--- src/rtl/nn_mem_pkg.sv ---
// nn_mem_pkg: shared reader state type and default RAM geometry
package nn_mem_pkg;
  localparam int DEF_ADDR_WIDTH = 10;
  localparam int DEF_DATA_WIDTH = 16;
  typedef enum logic [1:0] {IDLE, RUN, DRAIN} rd_state_t;
endpackage

--- src/rtl/skid_fifo2.sv ---
// skid_fifo2: 2-entry FIFO (push/din in, pop/dout out, full/empty flags), async active-low reset
module skid_fifo2 #(
  parameter int DATA_WIDTH = 16
) (
  input  logic                  clk,
  input  logic                  rst_n,
  input  logic                  push,
  input  logic [DATA_WIDTH-1:0] din,
  input  logic                  pop,
  output logic [DATA_WIDTH-1:0] dout,
  output logic                  full,
  output logic                  empty
);
  logic [DATA_WIDTH-1:0] mem [2];
  logic wp, rp, push_ok;
  logic [1:0] cnt;
  assign full = cnt == 2'd2;
  assign empty = cnt == 2'd0;
  assign dout = mem[rp];
  assign push_ok = push && (!full || pop);
  always_ff @(posedge clk or negedge rst_n)
    if (!rst_n) begin
      mem[0] <= '0;
      mem[1] <= '0;
      wp <= 1'b0;
      rp <= 1'b0;
      cnt <= 2'd0;
    end else begin
      if (push_ok) begin
        mem[wp] <= din;
        wp <= ~wp;
      end
      if (pop && !empty) rp <= ~rp;
      cnt <= cnt + {1'b0, push_ok} - {1'b0, pop && !empty};
    end
endmodule

--- src/rtl/ram_stream_reader.sv ---
// ram_stream_reader: bursts length words from a 1-cycle-latency RAM (clk, rst_n, start/base_addr/length in; busy/done; mem_a/we/d/q RAM port; out_data/valid/ready/last stream)
module ram_stream_reader
  import nn_mem_pkg::*;
#(
  parameter int ADDR_WIDTH = DEF_ADDR_WIDTH,
  parameter int DATA_WIDTH = DEF_DATA_WIDTH,
  parameter int ADDR_SIZE  = 1024
) (
  input  logic                  clk,
  input  logic                  rst_n,
  input  logic                  start,
  input  logic [ADDR_WIDTH-1:0] base_addr,
  input  logic [ADDR_WIDTH:0]   length,
  output logic                  busy,
  output logic                  done,
  output logic [ADDR_WIDTH-1:0] mem_a,
  output logic                  mem_we,
  output logic [DATA_WIDTH-1:0] mem_d,
  input  logic [DATA_WIDTH-1:0] mem_q,
  output logic [DATA_WIDTH-1:0] out_data,
  output logic                  out_valid,
  input  logic                  out_ready,
  output logic                  out_last
);
  localparam logic [ADDR_WIDTH:0] ONE = 1;
  rd_state_t state, state_nx;
  logic [ADDR_WIDTH:0] len_q, issued, beats;
  logic inflight, issue, pop, full, empty, last_issue, last_pop, accept;
  logic [1:0] occ;
  assign mem_we = 1'b0;
  assign mem_d = '0;
  assign busy = state != IDLE;
  assign out_valid = !empty;
  assign pop = out_valid && out_ready;
  assign accept = state == IDLE && start;
  // occupancy after this cycle's pop, so a steady stream can issue every cycle
  assign occ = {1'b0, inflight} + {full, !empty && !full} - {1'b0, pop};
  assign issue = state == RUN && issued != len_q && occ < 2'd2;
  assign last_issue = issue && issued + ONE == len_q;
  assign last_pop = pop && beats + ONE == len_q;
  assign out_last = out_valid && beats == len_q - ONE;
  always_comb begin
    state_nx = state;
    if (accept) state_nx = length == '0 ? DRAIN : RUN;
    else if (state == RUN && last_issue) state_nx = DRAIN;
    else if (state == DRAIN && (len_q == '0 || last_pop)) state_nx = IDLE;
  end
  always_ff @(posedge clk or negedge rst_n)
    if (!rst_n) begin
      state <= IDLE;
      done <= 1'b0;
      inflight <= 1'b0;
      len_q <= '0;
      issued <= '0;
      beats <= '0;
      mem_a <= '0;
    end else begin
      state <= state_nx;
      done <= state == DRAIN && state_nx == IDLE;
      inflight <= issue;
      if (accept) begin
        len_q <= length;
        mem_a <= base_addr;
        issued <= '0;
        beats <= '0;
      end else begin
        if (issue) begin
          issued <= issued + ONE;
          mem_a <= mem_a == ADDR_WIDTH'(ADDR_SIZE - 1) ? '0 : mem_a + ADDR_WIDTH'(1);
        end
        if (pop) beats <= beats + ONE;
      end
    end
  skid_fifo2 #(.DATA_WIDTH(DATA_WIDTH)) u_fifo (
    .clk(clk),
    .rst_n(rst_n),
    .push(inflight),
    .din(mem_q),
    .pop(pop),
    .dout(out_data),
    .full(full),
    .empty(empty)
  );
endmodule

--- config.mk ---
export PLATFORM = sky130hd
export DESIGN_NAME = ram_stream_reader
export DESIGN_NICKNAME = d
export VERILOG_FILES = /design/src/rtl/nn_mem_pkg.sv /design/src/rtl/skid_fifo2.sv /design/src/rtl/ram_stream_reader.sv
export SDC_FILE = /design/constraint.sdc
export NUM_CORES = 1
export LEC_CHECK = 0
export ABC_AREA = 1
export CELL_PAD_IN_SITES_DETAIL_PLACEMENT = 0
export CELL_PAD_IN_SITES_GLOBAL_PLACEMENT = 2
export CORE_MARGIN = 1
export CORE_UTILIZATION = 36
export CTS_CLUSTER_DIAMETER = 150
export DETAILED_ROUTE_END_ITERATION = 7
export DONT_BUFFER_PORTS = 1
export PLACE_DENSITY = 0.77
export SYNTH_ARGS = -nofsm -noshare
export SYNTH_HDL_FRONTEND = slang
export SYNTH_SLANG_ARGS = --single-unit
--- constraint.sdc ---
create_clock -name clk -period 2.5 [get_ports clk]
set_clock_uncertainty 0.2 [all_clocks]
set_input_delay 0.25 -clock clk [delete_from_list [all_inputs] [get_ports clk]]
set_output_delay 0.25 -clock clk [all_outputs]
set_load 0.02 [all_outputs]
==> results.yml <==
clocking:
  ctsLongestPathBuffers: 2
  root_buffer: "clkbuf_16"
  tritoncts: "built"
  htreeDepth: 3
  cts.clk_slew.worst_paths_ns: 0.06
  cts_sinks: 83
  insertion_delay_ns: 0.34
  cts-buffers-inserted: 9
placement:
  placed_cell_area_um2: 5177
  dpl.hpwl_mm: 9.549
  portBuffers: 0
  gp_congestion: 0.8061
drt:
  drc: 0
  wl_per_cell_um: 14.73
  drt_iter0_markers: 218
  drt-total-wl_mm: 13.36
  dr.pass1.iters: 5
  final_antenna_net_count: 0
  vias_per_cell: 4.733
  via_count: 4293
flow_run:
  maxCapViolCount: 0
die:
  num_io_pins: 88
  die_area_um2: 14280
  row_count: 42
  start_util: 0.3724
  die_x_um: 119.5
  core_um2: 13350
  die_h_um: 119.5
sta:
  fin_worst_hold_slack_ns: 0.08791
  slew_violations: 0
  max_slew_margin: 0.5989
  hold_viol: 0
  post-route-min-period_ns: 2.537
  rsz0062_at_grt: "yes"
  max_freq_ghz: 0.3941
  worst_pin_slew_ns: 0.6010
  period_share: 1.015
  tns_ns: -0.03713
  finalSetupViolations: 1
  fin_ws_ns: -0.03713
synthesis:
  synth.top_cell.area_share: 0.4178
  synth_cells: 665
  synth_top_cells_by_area: "dfrtp_1 (42%), nand2_1 (16%), o21ai_0 (5.9%), inv_1 (5.2%), xor2_1 (5.1%)"
  ys_warn_count: 0
  ys_seq_area_frac: 0.4178
  syn_area_um2: 4971
  synth_async_sr_flop_share: 1.000
  yosysMostFrequentCell: "nand2_1"
  synth_top_cell_by_area: "dfrtp_1"
  ys_seq_elements: 83
  synth-main-ff-cell: "dfrtp_1"
  syn_area_per_cell_um2: 7.475
  ys_types: 36
  synth_edf_count: 0
  synth_common_cells: "nand2_1 (218), dfrtp_1 (83), inv_1 (69)"
layout:
  fill_cells: 1369
  n_antenna_cell: 0
  fin_nets: 774
  drive_above_1_share: 0.1300
  fin_area_um2: 6085
  fin_util: 0.4558
  syn2layout_area_growth_pct: 22.40
worst_setup_path:
  critical_path.reg2reg.startpoint: "u_fifo.cnt[1]"
  worst-endpoint-arrival_ns: 2.09
  crit_start: "len_q[1]"
  cp_top_family: "simple AND/OR/NAND/NOR gates"
  cp.buffers_inverters: 2
  crit_required_ns: 2.05
  end_kind: "output port"
  critPathLaunchType: "flip-flop"
  crit_slowest_cell: "dfrtp_1"
  setup.worst_path.class: "flip-flop to output port"
  cp_slowest_stage_delay_ns: 0.42
  cp_common_cell: "xor2_1"
  path_max_fanout: 4
  crit_chain: "inv_2 > ha_4 > nand2_1 > xor2_1 > xor2_1 > nor3_1 > nand3_1 > nor3_2 > buf_4"
worst_hold_path:
  hp-start: "start"
  hold_path.class: "primary input to flip-flop"
pwr:
  peakVddDrop_uv: 598.7
  p_per_area_nw_per_um2: 1378
  finalPower_mw: 8.386
  cellLeakagePower_nw: 2.963
global_route:
  grt_antenna_before_repair: 0
  grt_pass1_wl_mm: 21.70
  grt_overflow_total: 0
  grt_pass1_vias: 4201
  gr-usage-all-layers: 0.1980
  grt_start_max_net_pins: 84
outcome:
  outcome: "complete, but fails checks"
  failed_checks: "negative setup slack"
==> final cells by class <==
| type | instances | area [µm²] | share of cell area |
|---|---|---|---|
| Multi-Input combinational cell | 490 | 2562 | 0.4211 |
| Clock inverter | 6 | 65.06 | 0.01069 |
| Clock buffer | 10 | 229.0 | 0.03763 |
| Timing Repair inverter | 1 | 7.507 | 0.001234 |
| Tap cell | 176 | 220.2 | 0.03619 |
| Timing Repair Buffer | 70 | 648.1 | 0.1065 |
| Sequential cell | 83 | 2082 | 0.3422 |
| Inverter | 71 | 270.3 | 0.04442 |
==> worst min-delay path, delay by kind of cell <==
family | cells | cell delay, ns
buffers and inverters | 1 | 0.18
AND/OR/NAND/NOR | 3 | 0.17
==> power breakdown <==
| part | total (mW) | switching (mW) | internal, mW | leakage [nW] |
|---|---|---|---|---|
| Sequential | 2.61 | 0.635 | 1.97 | 1.04 |
| Clock | 1.33 | 0.552 | 0.776 | 0.143 |
| Combinational | 4.45 | 2.88 | 1.57 | 1.78 |
==> cell families (layout without fill, tap and decap cells) <==
logic type | Yosys count | count (layout) | share of synthesized area
simple gates | 338 | 338 | 0.2980
compound gates | 85 | 85 | 0.09137
fa+ha+maj | 7 | 7 | 0.01762
other cells | 1 | 17 | 0.0007544
xor+xnor | 43 | 43 | 0.07576
flops | 83 | 83 | 0.4178
buf+inv | 108 | 158 | 0.09867
==> per-stage QoR <==
step | worst slack, ns | cells
2_1_floorplan | 0.1414 | 681
3_3_place_gp | 0.07650 | 840
3_5_place_dp | 0.06956 | 840
4_1_cts | -0.04388 | 907
5_1_grt | -0.1832 | 907
6_report | -0.03713 | 907
==> path summary, 6_finish.rpt <==
check | endpoint | depth (start not counted) | slack [ns]
setup / recovery | out_last | 9 | -0.04
hold / removal | len_q[5] | 4 | 0.09
setup reg to reg | issued[7] | 10 | 0.18
hold reg to reg | u_fifo.mem[22] | 2 | 0.28
max in group asynchronous | len_q[4] | 2 | 1.45
min in group asynchronous | beats[5] | 2 | 0.25
==> flip-flops by register name (all words and copies together), names as in the netlist <==
register / cells
done: 1
inflight: 1
mem_a: 10
state: 2
u_fifo.mem: 32
issued: 11
u_fifo.cnt: 2
u_fifo.rp: 1
u_fifo.wp: 1
beats: 11
len_q: 11
==> layout by cell type (no fill, tap or decap), drive strengths merged, types with 17 or more instances in the layout <==
cell type    count
xor2            29
nand2          219
nor2            42
dfrtp           83
buf             32
dlygate4sd3     38
conb            17
inv             71
nand3           50
o21ai           63
==> layer usage <==
layer | global-route usage | share of wire | up-vias
met3 | 0.04610 | 0.037 | 8
li1 | - | - | 2206
met2 | 0.3201 | 0.48 | 87
met4 | 0.04766 | 0.0099 | 0
met5 | 0 | 0 | -
met1 | 0.2675 | 0.48 | 1992
==> what timing repair did <==
item                       CTS  global route
setup endpoints to repair    1            11
hold buffers                39             0
buffers inserted            12             0
hold endpoints to repair   138             0
pin swaps                    6             3
cloned                       0             1
gates resized for setup     17            16
(Power assumes the default switching activity.)
